File: src/rtl/pwm_rgb_encoder_pkg.sv
// Shared widths, duty type and the per-channel on/off rule for the RGB PWM encoder.
package pwm_pkg;

    localparam int PWM_BITS  = 8;
    localparam int PWM_STEPS = 256;

    typedef logic [PWM_BITS-1:0] duty_t;

    localparam duty_t DUTY_FULL = 8'hFF;
    localparam duty_t STEP_LAST = duty_t'(PWM_STEPS - 1);

    // Full-scale duty means steady on; otherwise on for the first 'duty' steps.
    function automatic logic duty_on(input duty_t duty, input duty_t step);
        return (duty == DUTY_FULL) || (step < duty);
    endfunction

endpackage

File: src/rtl/pwm_rgb_encoder_channel.sv
// One colour channel: double-buffered active duty plus the registered compare.
module pwm_channel
    import pwm_pkg::*;
#(
    parameter bit ACTIVE_LOW = 1'b0
) (
    input  logic  clk,
    input  logic  rst,
    input  logic  en,
    input  logic  wrap,
    input  duty_t step_cnt,
    input  duty_t duty_in,
    output logic  pwm_out
);

    duty_t duty_act;

    // Active duty tracks the input while idle and is only reloaded at a period wrap while running.
    always_ff @(posedge clk or negedge rst) begin
        if (!rst) begin
            duty_act <= '0;
        end else if (!en || wrap) begin
            duty_act <= duty_in;
        end
    end

    // ---- compare stage: output lags step/duty by one clock, inactive while idle ----
    always_ff @(posedge clk or negedge rst) begin
        if (!rst) begin
            pwm_out <= ACTIVE_LOW;
        end else if (!en) begin
            pwm_out <= ACTIVE_LOW;
        end else begin
            pwm_out <= duty_on(duty_act, step_cnt) ^ ACTIVE_LOW;
        end
    end

endmodule

File: src/rtl/pwm_rgb_encoder.sv
// Three-channel PWM encoder for the RGB LED: prescaler, 256-step period counter,
// wrap/period_start generation and three pwm_channel instances.
module pwm_rgb_encoder
    import pwm_pkg::*;
#(
    parameter int CLK_DIV    = 100,
    parameter bit ACTIVE_LOW = 1'b0
) (
    input  logic       clk,
    input  logic       rst,
    input  logic       en,
    input  logic [7:0] r_duty,
    input  logic [7:0] g_duty,
    input  logic [7:0] b_duty,
    output logic       pwm_r,
    output logic       pwm_g,
    output logic       pwm_b,
    output logic       period_start
);

    // A 1-bit prescaler is kept for CLK_DIV=1; it simply stays at 0 and ticks every cycle.
    localparam int DIV_W = (CLK_DIV > 1) ? $clog2(CLK_DIV) : 1;
    localparam logic [DIV_W-1:0] DIV_LAST = DIV_W'(CLK_DIV - 1);

    logic [DIV_W-1:0] div_cnt;
    duty_t            step_cnt;
    logic             tick;
    logic             wrap;

    assign tick = (div_cnt == DIV_LAST);
    // Idle overrides a wrap, so nothing is reloaded or pulsed while en is low.
    assign wrap = en && tick && (step_cnt == STEP_LAST);

    // Prescaler and step counter; both held at zero while idle.
    always_ff @(posedge clk or negedge rst) begin
        if (!rst) begin
            div_cnt  <= '0;
            step_cnt <= '0;
        end else if (!en) begin
            div_cnt  <= '0;
            step_cnt <= '0;
        end else if (tick) begin
            div_cnt  <= '0;
            step_cnt <= step_cnt + 1'b1;
        end else begin
            div_cnt  <= div_cnt + 1'b1;
        end
    end

    // ---- boundary stage: pulse lands on the first cycle of the new period ----
    always_ff @(posedge clk or negedge rst) begin
        if (!rst) begin
            period_start <= 1'b0;
        end else begin
            period_start <= wrap;
        end
    end

    pwm_channel #(.ACTIVE_LOW(ACTIVE_LOW)) u_ch_r (
        .clk(clk), .rst(rst), .en(en), .wrap(wrap),
        .step_cnt(step_cnt), .duty_in(r_duty), .pwm_out(pwm_r)
    );

    pwm_channel #(.ACTIVE_LOW(ACTIVE_LOW)) u_ch_g (
        .clk(clk), .rst(rst), .en(en), .wrap(wrap),
        .step_cnt(step_cnt), .duty_in(g_duty), .pwm_out(pwm_g)
    );

    pwm_channel #(.ACTIVE_LOW(ACTIVE_LOW)) u_ch_b (
        .clk(clk), .rst(rst), .en(en), .wrap(wrap),
        .step_cnt(step_cnt), .duty_in(b_duty), .pwm_out(pwm_b)
    );

endmodule

File: config.mk
export PLATFORM = sky130hd
export DESIGN_NAME = pwm_rgb_encoder
export DESIGN_NICKNAME = d
export VERILOG_FILES = /design/src/rtl/pwm_rgb_encoder_pkg.sv /design/src/rtl/pwm_rgb_encoder_channel.sv /design/src/rtl/pwm_rgb_encoder.sv
export SDC_FILE = /design/constraint.sdc
export NUM_CORES = 1
export LEC_CHECK = 0
export CAP_MARGIN = 5
export CORE_ASPECT_RATIO = 1.1
export CORE_MARGIN = 2
export CORE_UTILIZATION = 55
export CTS_CLUSTER_SIZE = 25
export DETAILED_ROUTE_END_ITERATION = 8
export PLACE_DENSITY = 0.8
export SLEW_MARGIN = 20
export SYNTH_ARGS = -nofsm -noshare
export SYNTH_HDL_FRONTEND = slang
export SYNTH_HIERARCHICAL = 1
export SYNTH_SLANG_ARGS = --single-unit
File: constraint.sdc
create_clock -name clk -period 2.5 [get_ports clk]
set_input_delay 0.625 -clock clk [delete_from_list [all_inputs] [get_ports clk]]
set_output_delay 0.625 -clock clk [all_outputs]
set_load 0.005 [all_outputs]
==> results.json, run 1 <==
{
  "yosysSeqAreaShare_pct": 45.79,
  "clkTransAtPathRegs_ns": 0.08,
  "yosys.area.top_type": "dfrtp_1",
  "clock-root-buffer": "clkbuf_8",
  "yosysMostFrequentCell": "dfrtp_1",
  "die_area_sq_um": 4812,
  "pwr-share-comb_pct": 12.0,
  "utilization_pct": 71.21,
  "antenna_left": 0,
  "tns_ns": 0,
  "finalWeightedCongestion": 0.8158,
  "p_int_mw": 1.233,
  "worstPathArrival_ns": 2.30,
  "h-tree-depth": 2,
  "finalHoldViolations": 0,
  "worstPathCellList": "or4b_4 -> nor4_1 -> buf_4 -> nand2b_1 -> mux2_2",
  "synth_top_area_share_pct": 45.79,
  "r2r_setup_slack_ns": 0.38,
  "r2r-end": "u_ch_g/duty_act[0]$_DFFE_PN0P_",
  "start_kind": "register",
  "r2r-start": "div_cnt[3]$_DFF_PN0_",
  "fmax_ghz": 0.4723,
  "cts_buffers": 5,
  "ys_warn_count": 6,
  "synth_seq_cells": 43,
  "pwr-share-seq_pct": 47.9,
  "timing.critical_path.buf_inv": 1,
  "slew_viol_final": 0,
  "antenna-diode-count": 0,
  "cts_setup_buffers": 0,
  "hp-class": "primary input to async pin",
  "coreArea_sq_um": 4024,
  "fp.dieH_um": 72.55,
  "drive_gt1_share_pct": 10.04,
  "wl_mm": 4.688,
  "grt_max_degree": 44,
  "required_ns": 2.68,
  "critPathKind": "register to register",
  "grtUsageTotal_pct": 22.47,
  "grt_pass1_vias": 1828,
  "synth-edff-count": 0,
  "nNetsFinal": 328,
  "max_cap_violations": 0,
  "fin_crit_ns": 2.117,
  "post_cts_resize_count": 0,
  "drt_first_pass_iters": 4,
  "antenna_found_initial": 0,
  "clockBufferDepth": 2,
  "leakage_nw": 1.326,
  "cp_slowest_stage_delay_ns": 0.63,
  "clockPowerShare_pct": 40.1,
  "finalSetupViolCount": 0,
  "cts_tree": "yes",
  "drtIter0Drc": 67,
  "tightest_slew_ns": 0.6948,
  "async_flop_share_pct": 100.0,
  "rsz0062_at_grt": "false",
  "grt_overflow": 0,
  "netlist_instances": 239,
  "slew_headroom_pct": 53.19,
  "cts_hold_buf": 0,
  "place_hpwl_mm": 3.350,
  "p_sw_mw": 0.3557,
  "crit_fanout": 12,
  "clock_latency_ns": 0.30,
  "die_width_um": 66.32,
  "setup_ws_ns": 0.3827,
  "port_buffers": 30,
  "worst-r2r-cell-count": 5,
  "power.density_nw_per_um2": 554.6,
  "syn_nets": 289,
  "num_vias": 1872,
  "drc": 0,
  "cts.sinks": 43,
  "viasPerCell": 5.656,
  "netlist_area_sq_um": 2350,
  "ys.flop_type": "dfrtp_1",
  "routedWlPerCell_um": 14.16,
  "synth.area.top_cells": "dfrtp_1 46%, ha_1 12%, o21ai_0 6.2%",
  "period_share_pct": 84.69,
  "status": "complete, no violations",
  "grt_pass1_wl_mm": 8.162,
  "crit_family": "simple AND/OR/NAND/NOR gates",
  "cp_slowest_cell": "or4b_4",
  "ios": 31,
  "start_util_pct": 58.40,
  "skew_ns": 0.01078,
  "fp-row-count": 24,
  "yosys.cell_types.count": 30,
  "syn_avg_cell_area_sq_um": 9.832,
  "final_cells": 331,
  "area_delta_synth_final_pct": 21.94,
  "critPathCaptureType": "register",
  "swShare_pct": 22.38,
  "post-place-ws_ns": 0.3983,
  "peakVddDrop_uv": 377.5,
  "place_inst": 323,
  "synthTopCellsByCount": "43 x dfrtp_1, 29 x o21ai_0, 26 x inv_1, 26 x nand2_1, 23 x ha_1"
}
[kinds of logic (layout without fill, tap and decap cells)]
kind of cell	after synthesis	count (layout)	synth area share, %
and+or+nand+nor	83	83	18.80
AOI/OAI and AO/OA	51	51	14.22
buffers and inverters	30	70	5.112
DFF	43	43	45.79
adders and majority gates	23	23	12.25
muxes	6	6	2.716
xor gates and xnor gates	3	3	1.118
[per-layer routing]
metal | vias to the layer above | GRT usage, % | wire length [um]
met1 | 901 | 28.10 | 2104
met3 | 8 | 5.271 | 184
met2 | 36 | 38.00 | 2314
li1 | 927 | - | -
met5 | - | 0 | 0
met4 | 0 | 7.937 | 85
[registers in the layout, indices dropped and copies added, names as in the netlist]
name	count
step_cnt	8
u_ch_b/duty_act	8
u_ch_g/duty_act	8
u_ch_r/duty_act	8
div_cnt	7
period_start	1
u_ch_b/pwm_out	1
u_ch_g/pwm_out	1
u_ch_r/pwm_out	1
[worst reg2reg max path, cell delays in order, from the launching register on]
cell,delay (ns)
dfrtp_1,0.43
or4b_4,0.63
nor4_1,0.30
buf_4,0.17
nand2b_1,0.14
mux2_2,0.34
[worst max-delay path by stage]
stage	from	end	slack [ns]	cells past startpoint
4_1_cts	div_cnt[3]$_DFF_PN0_	u_ch_g/duty_act[0]$_DFFE_PN0P_	0.39	5
3_5_place_dp	en	u_ch_g/pwm_out$_DFF_PN0_	0.40	5
3_3_place_gp	en	u_ch_r/duty_act[0]$_DFFE_PN0P_	0.41	6
2_1_floorplan	div_cnt[3]$_DFF_PN0_	u_ch_b/duty_act[1]$_DFFE_PN0P_	0.34	6
5_1_grt	div_cnt[3]$_DFF_PN0_	u_ch_g/duty_act[0]$_DFFE_PN0P_	0.27	5
6_report	div_cnt[3]$_DFF_PN0_	u_ch_g/duty_act[0]$_DFFE_PN0P_	0.38	5
[layout by cell type, fill, tap and decap left out, types with 5 or more instances in the layout]
| cell type | synthesis | final |
|---|---|---|
| inv_1 | 26 | 26 |
| nor2_1 | 7 | 7 |
| nand2_1 | 26 | 26 |
| nand3_1 | 10 | 10 |
| nand2b_1 | 9 | 9 |
| clkbuf_8 | 0 | 5 |
| ha_1 | 23 | 23 |
| buf_4 | 0 | 6 |
| o21ai_0 | 29 | 29 |
| or4_1 | 6 | 6 |
| a21oi_1 | 10 | 10 |
| clkdlybuf4s50_1 | 0 | 29 |
| nand4_1 | 9 | 9 |
| dfrtp_1 | 43 | 43 |
[cell type report]
class	count	area, sq um
Clock buffer	6	72.57
Clock inverter	2	60.06
Fill cell	311	1159
Inverter	26	97.59
Multi-Input combinational cell	166	1154
Sequential cell	43	1076
Tap cell	52	65.06
Timing Repair Buffer	36	340.3
[power groups by stage]
stage	Clock (mW)	Sequential, mW	Combinational [mW]
after floorplan	0	0.769	0.101
after detailed placement	0	0.775	0.191
after global routing	0.675	0.767	0.219
final	0.637	0.762	0.191
after CTS	0.654	0.761	0.193
after global placement	0	0.774	0.186
[metrics by stage]
step	instance area [sq um]	hold slack, ns	total power [mW]
finish	2865	0.3824	1.589
global route	2865	0.4272	1.661
CTS	2865	0.3984	1.608
detailed placement	2733	0.4804	0.9660
global placement	2733	0.4800	0.9597
floorplan	2350	0.3294	0.8695
Note: power is estimated with default switching activity, not from simulation.
==> inputs of run 2 (changes only) <==
==> constraint.sdc (replaced) <==
create_clock -name clk -period 2 [get_ports clk]
set_input_delay 0.5 -clock clk [delete_from_list [all_inputs] [get_ports clk]]
set_output_delay 0.5 -clock clk [all_outputs]
set_load 0.005 [all_outputs]
==> results.json, run 2 (synthesis gave the netlist of run 1 again) <==
{
  "status": "complete, no violations",
  "start_kind": "register",
  "hold_slack_ns": 0.2701,
  "clock-root-buffer": "clkbuf_8",
  "rsz0062_at_grt": "false",
  "die_area_sq_um": 4812,
  "critPathCaptureType": "register",
  "drive_gt1_share_pct": 15.46,
  "port_buffers": 30,
  "skew_ns": 0.006933,
  "cts.sinks": 43,
  "fp.dieH_um": 72.55,
  "cts_buffers": 5,
  "slew_viol_final": 0,
  "crit_fanout": 8,
  "ios": 31,
  "antenna-diode-count": 0,
  "utilization_pct": 73.29,
  "place_inst": 336,
  "layout_commonest_cell": "dfrtp_1",
  "cts_tree": "yes",
  "place_hpwl_mm": 3.669,
  "drtIter0Drc": 128,
  "leakage_nw": 1.386,
  "clockBufferDepth": 2,
  "antenna_found_initial": 0,
  "required_ns": 2.19,
  "r2r_setup_slack_ns": 0.10,
  "slew_headroom_pct": 49.04,
  "nNetsFinal": 342,
  "wl_mm": 5.010,
  "h-tree-depth": 2,
  "finalSetupViolCount": 0,
  "peakVddDrop_uv": 412.6,
  "finalHoldViolations": 0,
  "viasPerCell": 5.513,
  "grt_max_degree": 44,
  "die_width_um": 66.32,
  "routedWlPerCell_um": 14.61,
  "clkTransAtPathRegs_ns": 0.08,
  "period_share_pct": 94.76,
  "grt_pass1_vias": 1917,
  "num_vias": 1891,
  "fin_crit_ns": 1.895,
  "antenna_left": 0,
  "r2r-end": "u_ch_g/duty_act[0]$_DFFE_PN0P_",
  "hp-class": "primary input to async pin",
  "drt_first_pass_iters": 4,
  "grt_overflow": 0,
  "start_util_pct": 58.40,
  "fmax_ghz": 0.5277,
  "cp-endpoint": "u_ch_g/duty_act[0]$_DFFE_PN0P_",
  "worst-r2r-cell-count": 4,
  "drc": 0,
  "power.density_nw_per_um2": 581.9,
  "fp-row-count": 24,
  "worstPathArrival_ns": 2.08,
  "area_delta_synth_final_pct": 25.51,
  "tightest_slew_ns": 0.7537,
  "grt_pass1_wl_mm": 8.638,
  "grtUsageTotal_pct": 23.77,
  "coreArea_sq_um": 4024,
  "mostFrequentLayoutCells": "42 x dfrtp_1, 29 x clkdlybuf4s50_1, 28 x o21ai_0, 26 x nand2_1, 26 x inv_1",
  "power_mw": 1.716,
  "critPathKind": "register to register",
  "startpoint": "div_cnt[4]$_DFF_PN0_",
  "clock_latency_ns": 0.30,
  "tns_ns": 0,
  "finalWeightedCongestion": 0.8765,
  "r2r-start": "div_cnt[4]$_DFF_PN0_",
  "final_cells": 343,
  "max_cap_violations": 0
}
run 2: worst min path at each step:
stage,startpoint,end,slack (ns),cells after the start
2_1_floorplan,rst,div_cnt[0]$_DFF_PN0_,0.20,0
3_3_place_gp,div_cnt[0]$_DFF_PN0_,div_cnt[0]$_DFF_PN0_,0.48,1
3_5_place_dp,div_cnt[0]$_DFF_PN0_,div_cnt[0]$_DFF_PN0_,0.49,1
4_1_cts,rst,u_ch_g/duty_act[3]$_DFFE_PN0P_,0.29,2
5_1_grt,rst,u_ch_g/duty_act[3]$_DFFE_PN0P_,0.32,2
6_report,rst,u_ch_g/duty_act[3]$_DFFE_PN0P_,0.27,2
run 2: final cells by class:
type                       instances  area (sq um)
timing repair buffer              50         445.4
fill                             328          1075
multi-input combinational        166          1191
tap                               52         65.06
sequential                        43          1077
clock buffer                       6         72.57
inverter                          26         97.59
run 2: where the power goes:
part	leakage [nW]	total, mW	internal (mW)	switching (mW)
clock	0.0371	0.510	0.233	0.277
combinational	0.804	0.255	0.130	0.125
sequential	0.545	0.952	0.922	0.0302
total	1.39	1.72	1.28	0.432
run 2: stage by stage:
step,worst slack (ns),area (sq um)
2_1_floorplan,0.08637,2391
3_3_place_gp,-0.09056,2868
3_5_place_dp,-0.1097,2868
4_1_cts,0.08965,2940
5_1_grt,0.006607,2949
6_report,0.1049,2949
run 2: repair_timing:
item / CTS / global route
endpoints found under the setup margin: 4 / 5
hold buffers: 0 / 0
resized for setup: 1 / 1
buffers inserted: 0 / 1
run 2: metal layers:
layer / track usage [%] / share of wire (%)
met1: 28.66 / 44
met2: 41.56 / 51
met3: 5.426 / 3.7
met4: 8.163 / 1.3
met5: 0 / 0
run 2: worst max-delay path, cell delays in order, from the launching register on:
cell and delay [ns]:
dfrtp_2 0.44, or4b_4 0.58, nor4_4 0.24, nand2b_4 0.20, mux2_2 0.33
==> inputs of run 3 (changes only) <==
--- a/config.mk
+++ b/config.mk
@@ -8,10 +8,11 @@
 export CAP_MARGIN = 5
 export CORE_ASPECT_RATIO = 1.1
 export CORE_MARGIN = 2
-export CORE_UTILIZATION = 55
+export CORE_UTILIZATION = 57
+export CTS_BUF_LIST = sky130_fd_sc_hd__clkbuf_2
 export CTS_CLUSTER_SIZE = 25
 export DETAILED_ROUTE_END_ITERATION = 8
-export PLACE_DENSITY = 0.8
+export PLACE_DENSITY = 0.82
 export SLEW_MARGIN = 20
 export SYNTH_ARGS = -nofsm -noshare
 export SYNTH_HDL_FRONTEND = slang
==> results.json, run 3 (synthesis gave the netlist of run 1 again) <==
{
  "leakage_nw": 1.412,
  "power_mw": 1.613,
  "routedWlPerCell_um": 15.64,
  "critPathCaptureType": "register",
  "power.density_nw_per_um2": 544.7,
  "max_cap_violations": 0,
  "mostFrequentLayoutCells": "43 x dfrtp_1, 29 x clkdlybuf4s50_1, 26 x nand2_1, 26 x inv_1, 23 x ha_1",
  "h-tree-depth": 2,
  "rsz0062_at_grt": "true",
  "port_buffers": 30,
  "antenna_left": 0,
  "start_util_pct": 59.28,
  "num_vias": 1977,
  "grt_overflow": 0,
  "multi_input_area_sq_um": 1202,
  "critPathKind": "register to register",
  "drc": 0,
  "fin_crit_ns": 1.938,
  "finalSetupViolCount": 0,
  "nNetsFinal": 342,
  "peakVddDrop_uv": 392.9,
  "fmax_ghz": 0.5161,
  "cts_tree": "yes",
  "placed_area_sq_um": 2880,
  "crit_fanout": 5,
  "clock_latency_ns": 0.42,
  "antenna_found_initial": 0,
  "fp-row-count": 24,
  "clock-root-buffer": "clkbuf_2",
  "ios": 31,
  "slew_headroom_pct": 64.06,
  "coreArea_sq_um": 3964,
  "clockBufferDepth": 2,
  "fp.dieH_um": 71.34,
  "start_kind": "register",
  "layout_commonest_cell": "dfrtp_1",
  "skew_ns": 0.03413,
  "antenna-diode-count": 0,
  "layout.area.seq_sq_um": 1076,
  "period_share_pct": 96.89,
  "grt_max_degree": 23,
  "wl_mm": 5.395,
  "finalWeightedCongestion": 0.8259,
  "tightest_slew_ns": 0.5317,
  "clkTransAtPathRegs_ns": 0.23,
  "slew_viol_final": 0,
  "drtIter0Drc": 156,
  "area_delta_synth_final_pct": 26.04,
  "tns_ns": 0,
  "status": "complete, no violations",
  "cts_buffers": 5,
  "drt_first_pass_iters": 5,
  "required_ns": 2.34,
  "place_hpwl_mm": 3.999,
  "hold_slack_ns": 0.01371,
  "drive_gt1_share_pct": 16.04,
  "cts.sinks": 43,
  "grt_pass1_wl_mm": 8.901,
  "worst-r2r-cell-count": 4,
  "die_area_sq_um": 4652,
  "grtUsageTotal_pct": 25.26,
  "viasPerCell": 5.730,
  "fill_cells": 309,
  "stdcell_area_sq_um": 2962,
  "finalHoldViolations": 0,
  "worstPathArrival_ns": 2.27,
  "die_width_um": 65.22,
  "grt_pass1_vias": 2022,
  "hp-class": "primary input to async pin"
}
run 3: cell count changes in the layout (fill, tap and decap cells not counted), sizes merged:
cell    previous run  this run
clkbuf             6         7
clkinv             0         1
run 3: stage by stage:
stage               worst slack [ns]  cells  util [%]
CTS                          0.07683    344     73.67
detailed placement           -0.1182    336     72.66
global route                -0.03437    345     74.72
floorplan                    0.08637    239         -
global placement            -0.09306    336     72.66
finish                       0.06221    345     74.72
run 3: power breakdown:
part	leakage [nW]	internal (mW)	switching [mW]	total, mW
Combinational	0.832	0.143	0.133	0.276
Sequential	0.546	0.923	0.0307	0.953
Clock	0.0330	0.0953	0.289	0.384
run 3: layer usage:
metal | global-route usage, % | vias up | wire, um
met5 | 0 | - | 0
li1 | - | 962 | -
met4 | 14.12 | 0 | 169
met2 | 41.84 | 77 | 2606
met3 | 5.338 | 19 | 272
met1 | 30.58 | 919 | 2347
run 3: timing repair:
| item | CTS | global route |
|---|---|---|
| resized for setup | 1 | 16 |
| hold endpoints to repair | 0 | 0 |
| hold buffers | 0 | 0 |
| setup buffers | 0 | 1 |
| endpoints found under the setup margin | 3 | 24 |
| pin swaps | 0 | 2 |
run 3: layout make-up:
| type | instances | area share (%) |
|---|---|---|
| Multi-Input combinational cell | 166 | 40.60 |
| Sequential cell | 43 | 36.33 |
| Timing Repair Buffer | 50 | 16.22 |
| Inverter | 26 | 3.295 |
| Tap cell | 52 | 2.197 |
| Clock buffer | 7 | 1.183 |
| Clock inverter | 1 | 0.1690 |
run 3: path summary, 6_finish.rpt:
path / slack (ns) / endpoint / startpoint
worst max-delay path: 0.06 / u_ch_g/duty_act[0]$_DFFE_PN0P_ / div_cnt[3]$_DFF_PN0_
worst min register to register: 0.50 / div_cnt[0]$_DFF_PN0_ / div_cnt[0]$_DFF_PN0_
worst min-delay path: 0.01 / u_ch_r/duty_act[2]$_DFFE_PN0P_ / rst
min in group clk: 0.50 / div_cnt[0]$_DFF_PN0_ / div_cnt[0]$_DFF_PN0_
max in group asynchronous: 1.46 / step_cnt[0]$_DFFE_PN0P_ / rst
worst max register to register: 0.06 / u_ch_g/duty_act[0]$_DFFE_PN0P_ / div_cnt[3]$_DFF_PN0_
run 3: worst max-delay path, cell delays in order (launching register included):
cell      delay (ns)
dfrtp_1         0.42
or4b_4          0.59
nor4_4          0.37
nand2b_4        0.21
mux2_4          0.30
